`src/rtl/instruction_fetch_unit.sv`:
```
// Fetch stage: drives the imem read address and pairs each returned word with its PC.
// Latency: instruction valid one edge after its address is presented; a redirect costs one bubble.
// Backpressure: stall holds PC state and re-presents the in-flight address; redirect overrides stall.
//
// Ports:
//   clk, rst_n                      clock, asynchronous active-low reset
//   stall                           decode cannot accept this cycle
//   redirect_valid, redirect_target branch/jump redirect (target should be word aligned)
//   imem_addr, imem_instr           instruction memory address (comb) and returned word (1-cycle)
//   if_valid, if_instr, if_pc,      instruction presented to decode
//   if_pc_plus4
//   misalign_err                    one-cycle pulse for a misaligned redirect target
//   fetch_count                     instructions accepted by decode (wrapping)
module instruction_fetch_unit #(
   parameter logic [31:0] RESET_PC = 32'h0000_0000,
   parameter int          CNT_W    = 32
) (
   input  logic             clk,
   input  logic             rst_n,
   input  logic             stall,
   input  logic             redirect_valid,
   input  logic [31:0]      redirect_target,
   output logic [31:0]      imem_addr,
   input  logic [31:0]      imem_instr,
   output logic             if_valid,
   output logic [31:0]      if_instr,
   output logic [31:0]      if_pc,
   output logic [31:0]      if_pc_plus4,
   output logic             misalign_err,
   output logic [CNT_W-1:0] fetch_count
);

   logic [31:0] pc_reg;     // next address to fetch
   logic [31:0] req_pc;     // address whose word is currently returning
   logic        req_valid;  // returning word is a real (right-path) instruction
   logic        accept;

   // The memory latches on every edge with no enable, so during a stall the
   // in-flight address is presented again to keep imem_instr steady.
   assign imem_addr   = (stall && !redirect_valid) ? req_pc : pc_reg;

   assign if_instr    = imem_instr;
   assign if_pc       = req_pc;
   assign if_valid    = req_valid;
   assign if_pc_plus4 = req_pc + 32'd4;

   assign accept      = req_valid && !stall && !redirect_valid;

   always_ff @(posedge clk or negedge rst_n) begin
      if (!rst_n) begin
         pc_reg       <= RESET_PC;
         req_pc       <= RESET_PC;
         req_valid    <= 1'b0;
         misalign_err <= 1'b0;
         fetch_count  <= '0;
      end else begin
         misalign_err <= 1'b0;
         if (redirect_valid) begin
            // Word fetched this edge is from the old path; drop it.
            pc_reg       <= redirect_target & ~32'h3;
            req_pc       <= pc_reg;
            req_valid    <= 1'b0;
            misalign_err <= |redirect_target[1:0];
         end else if (!stall) begin
            req_pc    <= pc_reg;
            pc_reg    <= pc_reg + 32'd4;
            req_valid <= 1'b1;
         end
         if (accept) begin
            fetch_count <= fetch_count + CNT_W'(1);
         end
      end
   end

endmodule
```
`config.mk`:
```
export PLATFORM = sky130hd
export DESIGN_NAME = instruction_fetch_unit
export DESIGN_NICKNAME = d
export VERILOG_FILES = /design/src/rtl/instruction_fetch_unit.sv
export SDC_FILE = /design/constraint.sdc
export NUM_CORES = 1
export LEC_CHECK = 0
export CELL_PAD_IN_SITES_DETAIL_PLACEMENT = 1
export CELL_PAD_IN_SITES_GLOBAL_PLACEMENT = 1
export CORE_ASPECT_RATIO = 0.7
export CORE_UTILIZATION = 31
export CTS_CLUSTER_DIAMETER = 80
export DETAILED_ROUTE_END_ITERATION = 16
export HOLD_SLACK_MARGIN = 0.08
export PLACE_DENSITY_LB_ADDON = 0.15
export SYNTH_ARGS = -nofsm -noshare
export SYNTH_HDL_FRONTEND = slang
export SYNTH_SLANG_ARGS = --single-unit
export TNS_END_PERCENT = 100
```
`constraint.sdc`:
```
create_clock -name clk -period 2.23 [get_ports clk]
set_input_delay 0.446 -clock clk [delete_from_list [all_inputs] [get_ports clk]]
set_output_delay 0.446 -clock clk [all_outputs]
set_load 0.1 [all_outputs]
```
==> run summary <==
DRT Wirelength = 18.6 mm
largest net degree at the start of global routing = 45
All-Layer GR Usage = 22.3%
status = finished with violations
Distinct cells, synth = 42
Vias/cell = 4.97
final hold viol count = 0
max FFs per register = 32
DRT iter0 DRCs = 195
sequential cell area fraction in the yosys report = 45.4%
CTS tree = done
FF-to-FF path depth = 4
Core Util, Final = 56.3%
Core Footprint = 16300 um^2
vias = 4689
CTS buffer count = 9
worst setup margin = -413 ps
Starting Density = 31.8%
Storage cell area = 2450 um^2
clock-pin slew on the worst setup and hold paths = 70 ps
die area = 17200 um^2
Final #Nets = 784
gr ovfl total = 0
Crit Path Class = flip-flop to primary output
Rows = 39
fill cell count = 1724
multi-input logic area = 3310 um^2
WP data arrival = 2200 ps
HP Start = fetch_count[31]
Reg2Reg Setup Slack = 150 ps
max incr delay on CP = 430 ps
Overall Power = 7.43 mW
Inst Count DP = 909
clk sinks = 94
max cap viols = 0
Syn. warnings = 0
CTS max path bufs = 2
most frequent cells in the layout = 122 x buf_4, 64 x buf_12, 52 x dfrtp_1
Gate Count Post-Synth = 517
LEAKAGE = 3.95 nW
Crit path required time = 1780 ps
max-slew violation count = 0
setup total negative slack = -6070 ps
Critical-path top delay cell = dfrtp_4
hpwl dp = 14.0 mm
fmax = 378 MHz
peak supply drop = 0.435 mV
gpl congestion = 0.782
Power Dens Cells = 810 nW/um^2
clock power share = 20.5%
Non-Filler Instances = 943
Syn-to-layout area delta = 77.2%
cell-internal power = 3.85 mW
Sw Ratio = 48.2%
sequential power share = 28.6%
number of port buffers = 159
Synth Cell Area = 5180 um^2
Routed Antenna Nets = 0
combinational share of power = 50.9%
global-route wire length before repair = 28.7 mm
RR Endpoint = pc_reg[26]
worst reg2reg startpoint = pc_reg[19]
clk_skew = 6.24 ps
Worst Hold Depth = 1
Worst-Skew Late Latency = 340 ps
RSZ-0062 raised after global routing = true
Finish-stage setup viols = 24
initial antenna violation count = 0
min Tclk post-route = 2640 ps
Residual DRC = 0
CP Capture Type = primary output
failing checks = negative setup slack
Post-Syn Area per Cell = 10.0 um^2
fraction of layout cells with a size suffix above 1 = 50.4%
die width = 156 um
Antenna Cells = 0
Period Utilization, post-route = 119%
die height = 110 um
Seq cells post-synth = 94
most common cell after layout, fill and taps aside = buf_4
Buf/Inv on CP = 2
CP Cell Sequence = ha_4 -> and4_4 -> nor4bb_4 -> buf_6 -> nand4_1 -> xnor2_4 -> buf_12
Crit Path Max Fanout = 4
hold endpoint = fetch_count[31]
# IOs = 230
CTS H-tree lvls = 3
vias in the first global route = 4907
Psw = 3.58 mW
Hold Path Class = flip-flop to flip-flop
WL/cell = 19.7 um
CTS root buf = clkbuf_16
Initial DRT Pass Iterations = 4
Startpoint Class = flip-flop
Top delay family on crit path = simple AND/OR/NAND/NOR gates
## timing repair
action,4_1_cts,5_1_grt
pin swaps,32,13
buffers inserted,13,3
endpoints found under the setup margin,58,35
hold buffers,1,0
gates cloned,3,0
resized for setup,44,9
hold endpoints to repair,28,0
## metal layers
layer | share of wire [%] | vias up | GRT usage (%)
met1 | 47 | 2364 | 31.6
li1 | - | 2184 | -
met2 | 47 | 105 | 34.9
met4 | 1.5 | 0 | 5.95
met5 | 0 | - | 0
met3 | 4.5 | 36 | 4.26
## worst max-delay path by stage
stage	start	end	slack [ps]	cells past startpoint
final	if_pc[2]	if_pc_plus4[20]	-410	7
after global routing	if_pc[2]	if_pc_plus4[20]	-520	7
after CTS	if_pc[2]	if_pc_plus4[20]	-440	7
after detailed placement	redirect_valid	fetch_count[15]	-260	7
after global placement	redirect_valid	fetch_count[31]	-190	7
after floorplan	if_pc[7]	if_pc_plus4[29]	-460	5
## cells by family after synthesis
kind of cell / Yosys count / synth area share [%]
xor gates and xnor gates: 74 / 12.5
DFF: 94 / 45.4
muxes: 28 / 6.07
buffers and inverters: 70 / 8.17
other: 1 / 0.0724
adders and majority gates: 3 / 0.725
and+or+nand+nor: 202 / 21.8
AOI/OAI and AO/OA: 45 / 5.24
## cell type report
type	instances	area share (%)
Clock buffer	9	2.46
Clock inverter	7	0.696
Inverter	12	0.491
Multi-Input combinational cell	358	36.1
Sequential cell	94	26.8
Tap cell	225	3.07
Timing Repair Buffer	238	30.4
## power by group through the flow
| stage | clock network (mW) | registers [mW] | logic [mW] |
|---|---|---|---|
| 2_1_floorplan | 0 | 2.97 | 1.91 |
| 3_3_place_gp | 0 | 2.14 | 3.70 |
| 3_5_place_dp | 0 | 2.15 | 3.73 |
| 4_1_cts | 1.57 | 2.12 | 3.80 |
| 5_1_grt | 1.63 | 2.15 | 3.89 |
| 6_report | 1.53 | 2.12 | 3.78 |
## synthesized netlist by cell type
master,number,share of area [%]
nand4_1,21,2.5
mux2_2,27,5.9
nand4bb_1,1,0.22
nor2_1,23,1.7
and4_1,11,1.9
nor2b_1,1,0.12
buf_6,2,0.43
mux2i_1,1,0.19
or4_1,15,2.2
xnor2_1,53,9.0
or3b_1,1,0.17
a21oi_1,1,0.097
or2_2,2,0.24
nand4b_2,1,0.29
nor4_2,1,0.24
nand4_2,2,0.48
xor2_1,21,3.6
nand3_1,29,2.8
a31oi_1,11,1.3
inv_1,11,0.80
nand3_2,1,0.19
and2_1,2,0.24
nor4_4,1,0.41
buf_4,38,5.5
and3_1,8,0.97
nand4b_1,1,0.17
inv_2,1,0.072
conb_1,1,0.072
ha_1,3,0.73
o31ai_1,10,1.4
nor4bb_1,1,0.19
buf_1,3,0.22
dfrtp_1,94,45
nor3_1,15,1.4
or3_1,3,0.36
nor4_1,7,0.85
clkbuf_1,13,0.94
o211ai_1,3,0.43
nand2_1,53,3.8
o21ai_0,20,1.9
nand3b_1,2,0.29
buf_2,2,0.19
## per-stage QoR
stage	setup WS (ps)	instance area (um^2)	hold WS [ps]
floorplan	-458	6060	150
global placement	-192	8470	407
detailed placement	-255	8470	409
CTS	-444	9120	486
global route	-517	9170	509
finish	-413	9170	484
## worst register-to-register path: stages, from the launching register on
cell and delay (ps):
dfrtp_1 470, nand3_2 140, or4_4 650, or4_1 550, a31oi_1 180
(Power assumes the default switching activity.)
==> RTL change 1: new RTL, same flow settings <==
Set the parameter `CNT_W` to 36 (it was 32).
--- a/src/rtl/instruction_fetch_unit.sv
+++ b/src/rtl/instruction_fetch_unit.sv
@@ -14,5 +14,5 @@
 module instruction_fetch_unit #(
    parameter logic [31:0] RESET_PC = 32'h0000_0000,
-   parameter int          CNT_W    = 32
+   parameter int          CNT_W    = 36
 ) (
    input  logic             clk,
Ports: changed (resized fetch_count); port bits go from 230 to 234. No check against the original RTL was run, so the function may have changed too.
==> RTL change 1 against the original RTL <==
The run still ends with setup timing left; worst setup slack got worse by 110 ps; wire length fell by 8.3%; sequential cell count rose by 4; total power fell by 0.50%; global-route usage fell by 2.0 points; area after synthesis rose by 1.6%; count of clock-buffer cells in the layout rose by 2; final area fell by 2.6%; critical endpoint is now if_pc_plus4[22]; largest cell class unchanged.
==> RTL change 1: results (changes against the original RTL) <==
Cells and area
  – Fillers: 1737 (+0.75%)
  – Total Nets Final: 769 (-1.9%)
  – Max FFs per register: 36 (+13%)
  – Share of post-route cells with drive strength above 1: 0.485 (-0.0191)

Min path
  – HP Class: in -> async

Synth
  – Synth warnings: 0 (unchanged)
  – Top cells by count, synth: dfrtp_1, xnor2_1, nand2_1, buf_4, nand3_1
  – Count of different cell masters after synthesis: 34 (-19%)
  – Sequential fraction of the synthesis area: 0.466 (+0.0120)
  – Post-synth ARST share: 1.00 (unchanged)
  – Dominant cells by area after synthesis: dfrtp_1, xnor2_1, mux2_2

Power
  – Max IR drop VDD: 1.04 mV (+140%)
  – LEAKAGE: 3.89 nW (-1.4%)
  – Sw Share: 0.461 (-0.0207)

Worst setup path
  – Setup slack, reg-to-reg: 330 ps (+180 ps)
  – CP top delay family: simple AND/OR/NAND/NOR gates
  – RR Startpoint: pc_reg[12]$_DFFE_PN0N_
  – Worst r2r path cells: 6 (+2)
  – Slowest-stage cell, CP: dfrtp_4
  – Reg-to-reg endpoint: pc_reg[26]$_DFFE_PN0N_
  – Crit path arrival time: 2300 ps (+100 ps)
  – Worst-path fanout max: 3 (-1)

Place
  – Dpl hpwl: 13000 um (-6.7%)
  – Port Buffer Count: 163 (+2.5%)
  – Setup Slack @ Placement: -452 ps (-197 ps)
  – Final estimated routing congestion in global placement: 0.797 (+2.0%)

Drt
  – Initial drt markers: 217 (+11%)
  – Per-cell routed wire length: 18.3 um (-6.9%)
  – DR vias/cell: 4.84 (-2.7%)

Global routing
  – Largest net degree at the start of global routing: 63 (+40%)
  – Initial antenna violation count: 1 (+1)
  – Number of global-route vias before repair: 4746 (-3.3%)
  – Total track usage: 0.203 (-0.0199)
  – Global-route wire length before repair: 27100 um (-5.5%)

STA
  – Skew final: 7.64 ps (+1.40 ps)
  – Final setup vio count: 23 (-4.2%)
  – Worst slew margin: 0.632
  – Final hold slack: 80.3 ps (-404 ps)
  – Setup TNS: -7260 ps (-1190 ps)
  – Final worst slack: -521 ps (-108 ps)

Clock network
  – Max Buffers Root-to-Sink: 2 (unchanged)
  – H-tree levels: 3 (unchanged)
  – TritonCTS Buffers: 9 (unchanged)

Outcome
  – Violated checks: setup timing
  – Run status: complete, but fails checks
RTL change 1: cell count changes after synthesis, sizes merged, moves of 5 or more:
cell | before | now
xnor2 | 53 | 64
nand3 | 30 | 35
inv | 12 | 4
nor3 | 15 | 6
o31ai | 10 | 0
nand4 | 23 | 30
xor2 | 21 | 28
or4 | 15 | 0
and3 | 8 | 20
a31oi | 11 | 0
o21ai | 20 | 31
nor2 | 23 | 12
RTL change 1: cell type report:
type / instances / share of cell area
well taps: 225 / 0.0315
multi-input cells: 355 / 0.353
clock inverters: 5 / 0.00714
inverters: 4 / 0.00196
clock buffers: 11 / 0.0260
repair buffers: 230 / 0.297
flip-flops and latches: 98 / 0.284
RTL change 1: per-stage QoR:
step / instances / util / instance area, um^2
global route: 928 / 0.543 / 8930
floorplan: 514 / - / 5860
finish: 928 / 0.543 / 8930
detailed placement: 903 / 0.503 / 8270
CTS: 926 / 0.538 / 8850
global placement: 903 / 0.503 / 8270
RTL change 1: logic make-up after synthesis:
group / synth area share
XOR/XNOR: 0.153
other: 0.000713
AO/OA/AOI/OAI: 0.0319
multiplexers: 0.0661
adder cells (fa/ha/maj): 0.00714
flip-flops: 0.466
buffers and inverters: 0.0766
AND/OR/NAND/NOR: 0.198
RTL change 1: metal layers:
metal  up-vias  wire length (um)  GRT usage
met3        42               828     0.0414
li1       2101                 -          -
met1      2216              7980      0.283
met4         2               284     0.0595
met5         -                13          0
met2       129              7910      0.315
RTL change 1: worst max-delay path by stage:
stage / startpoint / to / slack (ps) / depth (start not counted)
detailed placement: if_pc[7]$_DFFE_PN0N_ / if_pc_plus4[30] / -450 / 7
global route: if_pc[2]$_DFFE_PN0N_ / if_pc_plus4[22] / -630 / 8
floorplan: if_pc[9]$_DFFE_PN0N_ / if_pc_plus4[31] / -600 / 5
CTS: if_pc[2]$_DFFE_PN0N_ / if_pc_plus4[22] / -520 / 8
global placement: if_pc[7]$_DFFE_PN0N_ / if_pc_plus4[30] / -380 / 7
finish: if_pc[2]$_DFFE_PN0N_ / if_pc_plus4[22] / -520 / 8
RTL change 1: repair_timing:
| action | CTS | global route |
|---|---|---|
| pin swaps | 19 | 11 |
| hold buffers | 0 | 0 |
| cloned | 1 | 0 |
| setup endpoints to repair | 54 | 27 |
| buffers inserted | 6 | 4 |
| gates resized for setup | 41 | 10 |
RTL change 1: power groups by stage:
stage | combinational (W) | clock, W | sequential (W)
2_1_floorplan | 0.00186 | 0 | 0.00300
3_3_place_gp | 0.00356 | 0 | 0.00220
3_5_place_dp | 0.00359 | 0 | 0.00222
4_1_cts | 0.00365 | 0.00162 | 0.00219
5_1_grt | 0.00375 | 0.00169 | 0.00222
6_report | 0.00363 | 0.00157 | 0.00220
==> RTL change 2: new RTL, config.mk and constraints unchanged <==
Made on the original files. Put one more register stage on the output `fetch_count`, with the module's reset. The value now appears one clock later. The other outputs are not delayed to match.
--- a/src/rtl/instruction_fetch_unit.sv
+++ b/src/rtl/instruction_fetch_unit.sv
@@ -31,4 +31,6 @@
 );
 
+   logic [CNT_W-1:0] fetch_count_s0;
+
    logic [31:0] pc_reg;     // next address to fetch
    logic [31:0] req_pc;     // address whose word is currently returning
@@ -53,5 +55,5 @@
          req_valid    <= 1'b0;
          misalign_err <= 1'b0;
-         fetch_count  <= '0;
+         fetch_count_s0 <= '0;
       end else begin
          misalign_err <= 1'b0;
@@ -68,8 +70,16 @@
          end
          if (accept) begin
-            fetch_count <= fetch_count + CNT_W'(1);
+            fetch_count_s0 <= fetch_count_s0 + CNT_W'(1);
          end
       end
    end
 
+   always_ff @(posedge clk or negedge rst_n) begin
+      if (!rst_n) begin
+         fetch_count <= '0;
+      end else begin
+         fetch_count <= fetch_count_s0;
+      end
+   end
+
 endmodule
Formal check against the unedited RTL: not equivalent (a bounded check fails within 4 cycles, from zero or initial values and one cycle with rst_n low).
==> RTL change 2 against the original RTL <==
The flow still finishes with violations (setup timing); core utilization shrank 1.7 points; sequential cell count is 32 higher; area after synthesis increased by 17%; worst hold slack worse by 75 ps; largest power group unchanged; largest cell class unchanged; final area grew 13%; wire length grew 4.5%; total power up 27%; worst setup slack lost 11 ps; global-route usage decreased by 1.7 points.
==> RTL change 2: results (changes against the original RTL) <==
Clock network
  – TritonCTS Buffers: 17 (+8)
  – H-tree levels: 4 (+1)
  – Post-CTS Setup Bufs: 7 (-6)

Worst setup path
  – Reg-to-reg endpoint: pc_reg[27]$_DFFE_PN0N_
  – CP Capture Point: if_pc_plus4[23]
  – Setup slack, reg-to-reg: 190 ps (+40 ps)
  – RR Startpoint: pc_reg[18]$_DFFE_PN0N_

Synth
  – XOR/XNOR share of the synthesized area: 0.103 (-0.0224)
  – Avg Inst Size Synth: 10.8 um^2 (+7.8%)
  – Post-synthesis mux area share: 0.0501 (-0.0106)
  – Sequential fraction of the synthesis area: 0.521 (+0.0670)
  – Count of different cell masters after synthesis: 43 (+2.4%)
  – Synth Area in Compound Gates: 0.0509 (-0.00155)

Drt
  – Initial DRT Pass Iterations: 5 (+1)
  – DR vias/cell: 4.88 (-1.8%)
  – Met3 wire length: 837 um (+0.12%)
  – Per-cell routed wire length: 18.6 um (-5.4%)

Outcome
  – Violated checks: setup timing
  – Run status: complete, but fails checks

STA
  – Final worst slack: -424 ps (-11.2 ps)
  – Final hold slack: 410 ps (-74.6 ps)
  – Final setup vio count: 25 (+4.2%)
  – Setup TNS: -7590 ps (-1510 ps)

Global routing
  – Global-route wire length before repair: 31500 um (+9.6%)
  – Number of global-route vias before repair: 5475 (+12%)

Min path
  – Worst hold stages: 0 (-1)

Place
  – Dpl hpwl: 14600 um (+4.7%)
  – Cell Area, Placed: 9490 um^2 (+12%)
  – Final estimated routing congestion in global placement: 0.830 (+6.2%)

Power
  – Comb pwr share: 0.403 (-0.106)
  – Sw Share: 0.413 (-0.0689)

Cells and area
  – Share of post-route cells with drive strength above 1: 0.473 (-0.0312)
[RTL change 2: cell count changes in the layout (fill, tap and decap cells not counted), sizes merged, moves of 4 or more]
cell	delta
and3	+5
clkbuf	+11
clkinvlp	+4
dfrtp	+32
inv	-6
nand4	+8
nor3	-4
xnor2	-9
xor2	+6
[RTL change 2: layout make-up]
class / count / area (um^2)
Fill cell: 1927 / 8650
Multi-Input combinational cell: 372 / 3370
Timing Repair Buffer: 240 / 2790
Tap cell: 264 / 330
Inverter: 8 / 30.0
Clock buffer: 21 / 460
Sequential cell: 126 / 3240
Clock inverter: 11 / 158
[RTL change 2: worst max-delay path: stages (launching register included)]
cell,delay [ps]
dfrtp_4,440
nand2_2,80
or4_4,640
nor3_4,240
xor2_4,190
buf_12,190
